`src/rtl/alu_uart_interface.sv`:
```
// Byte-serial front end for the ALU: receives A, B and opcode over the UART link,
// lets the ALU settle for one cycle, then hands the result byte to the transmitter.
module alu_uart_interface #(
  parameter int NB_DATA        = 8,
  parameter int NB_OP          = 6,
  parameter int TIMEOUT_CYCLES = 1000000
) (
  input  logic               i_clk,
  input  logic               i_rst_n,
  input  logic [NB_DATA-1:0] i_rx_data,
  input  logic               i_rx_done,
  input  logic               i_tx_done,
  input  logic [NB_DATA-1:0] i_alu_result,
  output logic [NB_DATA-1:0] o_alu_data_A,
  output logic [NB_DATA-1:0] o_alu_data_B,
  output logic [NB_OP-1:0]   o_alu_op,
  output logic [NB_DATA-1:0] o_tx_data,
  output logic               o_tx_start,
  output logic               o_busy,
  output logic               o_timeout,
  output logic [2:0]         o_dbg_state
);

  // Handshake: i_rx_done / i_tx_done are single-cycle strobes with no backpressure;
  // a strobe counts only in the state that expects it and is otherwise dropped.
  // o_tx_start is a single-cycle strobe the transmitter must accept unconditionally.

  typedef enum logic [2:0] {
    GET_A   = 3'd0,
    GET_B   = 3'd1,
    GET_OP  = 3'd2,
    EXEC    = 3'd3,
    SEND    = 3'd4,
    WAIT_TX = 3'd5
  } state_t;

  localparam int TW = (TIMEOUT_CYCLES > 2) ? $clog2(TIMEOUT_CYCLES) : 1;
  localparam logic [TW-1:0] TIMER_LAST = TW'(TIMEOUT_CYCLES - 1);

  state_t             state_q;
  logic [NB_DATA-1:0] a_q;
  logic [NB_DATA-1:0] b_q;
  logic [NB_OP-1:0]   op_q;
  logic [NB_DATA-1:0] tx_data_q;
  logic               tx_start_q;
  logic               busy_q;
  logic               timeout_q;
  logic [TW-1:0]      timer_q;

  logic timer_expired;
  assign timer_expired = (timer_q == TIMER_LAST);

  always_ff @(posedge i_clk or negedge i_rst_n) begin
    if (!i_rst_n) begin
      state_q    <= GET_A;
      a_q        <= '0;
      b_q        <= '0;
      op_q       <= '1;
      tx_data_q  <= '0;
      tx_start_q <= 1'b0;
      busy_q     <= 1'b0;
      timeout_q  <= 1'b0;
      timer_q    <= '0;
    end else begin
      tx_start_q <= 1'b0;
      timeout_q  <= 1'b0;
      case (state_q)
        GET_A: begin
          timer_q <= '0;
          if (i_rx_done) begin
            a_q     <= i_rx_data;
            state_q <= GET_B;
          end
        end
        GET_B: begin
          if (i_rx_done) begin
            b_q     <= i_rx_data;
            timer_q <= '0;
            state_q <= GET_OP;
          end else if (timer_expired) begin
            timer_q   <= '0;
            timeout_q <= 1'b1;
            state_q   <= GET_A;
          end else begin
            timer_q <= timer_q + TW'(1);
          end
        end
        GET_OP: begin
          if (i_rx_done) begin
            op_q    <= i_rx_data[NB_OP-1:0];
            timer_q <= '0;
            busy_q  <= 1'b1;
            state_q <= EXEC;
          end else if (timer_expired) begin
            timer_q   <= '0;
            timeout_q <= 1'b1;
            state_q   <= GET_A;
          end else begin
            timer_q <= timer_q + TW'(1);
          end
        end
        EXEC: begin
          // Operands were registered last edge, so the ALU output is settled now.
          tx_data_q  <= i_alu_result;
          tx_start_q <= 1'b1;
          timer_q    <= '0;
          state_q    <= SEND;
        end
        SEND: begin
          timer_q <= '0;
          state_q <= WAIT_TX;
        end
        WAIT_TX: begin
          if (i_tx_done) begin
            timer_q <= '0;
            busy_q  <= 1'b0;
            state_q <= GET_A;
          end else if (timer_expired) begin
            timer_q   <= '0;
            timeout_q <= 1'b1;
            busy_q    <= 1'b0;
            state_q   <= GET_A;
          end else begin
            timer_q <= timer_q + TW'(1);
          end
        end
        default: begin
          timer_q <= '0;
          busy_q  <= 1'b0;
          state_q <= GET_A;
        end
      endcase
    end
  end

  assign o_alu_data_A = a_q;
  assign o_alu_data_B = b_q;
  assign o_alu_op     = op_q;
  assign o_tx_data    = tx_data_q;
  assign o_tx_start   = tx_start_q;
  assign o_busy       = busy_q;
  assign o_timeout    = timeout_q;
  assign o_dbg_state  = state_q;

endmodule

```
`config.mk`:
```
export PLATFORM = sky130hd
export DESIGN_NAME = alu_uart_interface
export DESIGN_NICKNAME = d
export VERILOG_FILES = /design/src/rtl/alu_uart_interface.sv
export SDC_FILE = /design/constraint.sdc
export NUM_CORES = 1
export LEC_CHECK = 0
export CAP_MARGIN = 30
export CELL_PAD_IN_SITES_DETAIL_PLACEMENT = 1
export CELL_PAD_IN_SITES_GLOBAL_PLACEMENT = 1
export CORE_MARGIN = 2
export CORE_UTILIZATION = 38
export DETAILED_ROUTE_END_ITERATION = 12
export MAX_ROUTING_LAYER = met4
export PLACE_DENSITY = 0.87
export SYNTH_ARGS = -nofsm -noshare
export SYNTH_HDL_FRONTEND = slang
export SYNTH_SLANG_ARGS = --single-unit
```
`constraint.sdc`:
```
create_clock -name i_clk -period 2.05 [get_ports i_clk]
set_input_delay 0.5125 -clock i_clk [delete_from_list [all_inputs] [get_ports i_clk]]
set_output_delay 0.5125 -clock i_clk [all_outputs]
set_load 0.02 [all_outputs]
```
==> flow_summary.yaml, run 1 <==
clock_network:
  cts_tree: "yes"
  postCtsSetupBuffers: 0
  cts_buffer_depth: 2
  htree_num_levels: 2
  cts_root_buf: "clkbuf_8"
  clk_latency_ns: 0.31
  cts.sinks: 56
  cts_made_buffers: 5
  path_clk_slew_ns: 0.10
yosys:
  synth_area_um2: 2450
  postSynthAreaPerCell_um2: 10.9
  yosysMostFrequentCell: "dfrtp_1"
  synthTopCellsByArea: "dfrtp_1 (51%), mux2_2 (10%), dfstp_2 (6.4%)"
  muxShareOfSynthArea: 0.101
  synth-compound-area-share: 0.0439
  yosys.area_share.xor_xnor: 0.0500
  ys_dominant_reg_cell: "dfrtp_1"
  synthAdderAreaFrac: 0.00510
  synth_top_area_cell: "dfrtp_1"
  ys_async_sr_fraction: 1.00
  yosysWarningCount: 0
  synth_edf_count: 0
  yosysUniqueCellTypes: 36
  synth_top_family_by_area: "simple AND/OR/NAND/NOR gates"
  synth.top_cells.by_count: "dfrtp_1 (50), nand2_1 (35), mux2_2 (22)"
  yosysTopAreaCellShare: 0.510
  syn-num-nets: 245
  syn_inst: 224
  yosys.area_share.simple: 0.199
  ys_seq_area_frac: 0.574
  ys_seq_elements: 56
die:
  die_w_um: 84.3
  rows: 29
  boundaryPins: 56
  core_um2: 6280
  die_area_um2: 7110
  start_util: 0.391
  die_h_um: 84.3
placement:
  dp_hpwl_um: 4650
  pre_cts_ws_ns: -0.114
  placed_area_um2: 3180
  port_buffers: 55
  globalplace.congestion: 0.791
finish:
  drive_gt1_frac: 0.192
  fill_cells: 688
  finalNetCount: 311
  n_antenna_cell: 0
  area_delta_synth_final_pct: 33.6
  postLayoutCellArea_um2: 3280
worst_setup_path:
  slowest_stage: "clkdlybuf4s50_1"
  cp_cell_sequence: "clkdlybuf4s50_1"
  ff2ff_path_depth: 4
  worst-path-buf-inv: 1
  startpoint: "o_alu_op[4]$_DFFE_PN1P_"
  cp.required_ns: 1.54
  critPathMaxFanout: 2
  setup.worst_path.class: "register to output pin"
  critPathCapture: "o_alu_op[4]"
  endpoint_kind: "output pin"
  worst-path-stages: 1
  max_stage_delay_ns: 0.62
  r2r_slack_ns: 0.12
  r2r_start: "timer_q[7]$_DFF_PN0_"
  timing.rr.end: "timer_q[19]$_DFF_PN0_"
  cpLargestDelayFamily: "buffers and inverters"
  arrival_ns: 1.48
  start_kind: "register"
drt:
  detail_route.wl_per_cell_um: 17.3
  wirelength_um: 6350
  drc_errors: 0
  vias: 1937
  ant_nets: 0
  dr.pass1.iters: 4
  viasPerCell: 5.26
  drt_iter0_markers: 60
sta:
  worst_pin_slew_ns: 0.570
  fin_crit_sh: 0.971
  period_minus_slack_ns: 1.99
  fmax_ghz: 0.502
  setup_ws_ns: 0.0597
  finalHoldViolations: 0
  worst_slew_margin_rel: 0.620
  setup_viol: 0
  skew_ns: 0.00408
  drv_slew: 0
  rsz0062_at_grt: "false"
global_route:
  grt_use_total: 0.194
  grt_pass1_wl_um: 10600
  grt_overflow: 0
  grt_max_degree: 34
  grt_pass1_vias: 2090
  antenna_found_initial: 0
pwr:
  cellLeakagePower_uw: 0.00135
  power_uw: 4360
  vdd_ir_drop_max_mv: 0.646
  power.density_nw_per_um2: 1330
flow_run:
  drv_cap: 0
min_path:
  hold_path.class: "primary input to async pin"
outcome:
  status: "completed"
==> per-layer routing <==
layer,vias up,track usage,wire length [µm]
met4,0,0.0794,160
met5,-,-,0
met3,12,0.0256,170
li1,894,-,-
met2,34,0.338,3410
met1,997,0.226,2610
==> metrics by stage <==
step	instances	TNS [ns]	util	hold WS [ns]
2_1_floorplan	224	0	-	0.217
3_3_place_gp	360	-0.102	0.506	0.457
3_5_place_dp	360	-1.38	0.506	0.464
4_1_cts	368	0	0.521	0.187
5_1_grt	368	0	0.522	0.214
6_report	368	0	0.522	0.183
==> kinds of logic (layout without fill, tap and decap cells) <==
family	after synthesis	count (layout)
flops	56	56
buf+inv	16	83
fa+ha+maj	1	1
mux	22	22
simple gates	97	97
compound gates	18	18
xor+xnor	14	14
==> sequential cells by signal, summed over array words and instances, names as in the netlist <==
name,cells
o_alu_data_B,8
o_timeout,1
o_tx_data,8
o_tx_start,1
o_busy,1
o_alu_data_A,8
o_alu_op,6
timer_q,20
o_dbg_state,3
==> cell usage in the layout (no fill, tap or decap), drive strengths merged, types with 2 or more instances in the layout <==
master,n
a21oi,5
and2,3
and3,2
buf,14
clkbuf,7
clkdlybuf4s50,54
dfrtp,50
dfstp,6
inv,6
mux2,22
nand2,35
nand3,6
nand4,6
nor2,21
nor3,4
nor3b,3
nor4,4
o21ai,7
o31ai,2
or2,2
or3,5
or4,3
xnor2,8
xor2,6
==> worst min path at each step <==
stage                                         from                     endpoint  slack, ns  depth (start not counted)
after floorplan                            i_rst_n  o_alu_data_A[0]$_DFFE_PN0P_       0.22                          0
after global placement    o_tx_data[3]$_DFFE_PN0P_     o_tx_data[3]$_DFFE_PN0P_       0.46                          2
after detailed placement  o_tx_data[5]$_DFFE_PN0P_     o_tx_data[5]$_DFFE_PN0P_       0.46                          2
after CTS                                  i_rst_n  o_alu_data_B[6]$_DFFE_PN0P_       0.19                          1
after global routing                       i_rst_n  o_alu_data_A[4]$_DFFE_PN0P_       0.21                          1
final                                      i_rst_n  o_alu_data_B[6]$_DFFE_PN0P_       0.18                          1
==> what timing repair did <==
item | 4_1_cts | 5_1_grt
gates resized for setup | 0 | 2
hold buffers | 0 | 0
endpoints found under the setup margin | 0 | 3
==> area by class of cell <==
| type | count | area, µm² | share of cell area |
|---|---|---|---|
| flip-flops and latches | 56 | 1410 | 0.430 |
| clock buffers | 7 | 86.3 | 0.0263 |
| multi-input cells | 152 | 982 | 0.300 |
| well taps | 77 | 96.3 | 0.0294 |
| clock inverters | 1 | 7.51 | 0.00229 |
| repair buffers | 68 | 668 | 0.204 |
| inverters | 7 | 26.3 | 0.00802 |
==> power by group <==
group	total (µW)	switching, µW	leakage (µW)	internal (µW)
clock network	630	355	0.0000445	275
registers	1720	219	0.000705	1500
logic	2010	1010	0.000603	1000
total	4360	1580	0.00135	2780
(Power assumes the default switching activity.)
==> run 2, diff against run 1 <==
- SKIP_LAST_GASP: unset -> 1
==> results of run 2 <==
Final layout, timing and power as in run 1 (identical DEF).
==> run 3, diff against run 2 <==
- SLEW_MARGIN: unset -> 20
==> results of run 3 <==
Final layout, timing and power as in run 1 (identical DEF).
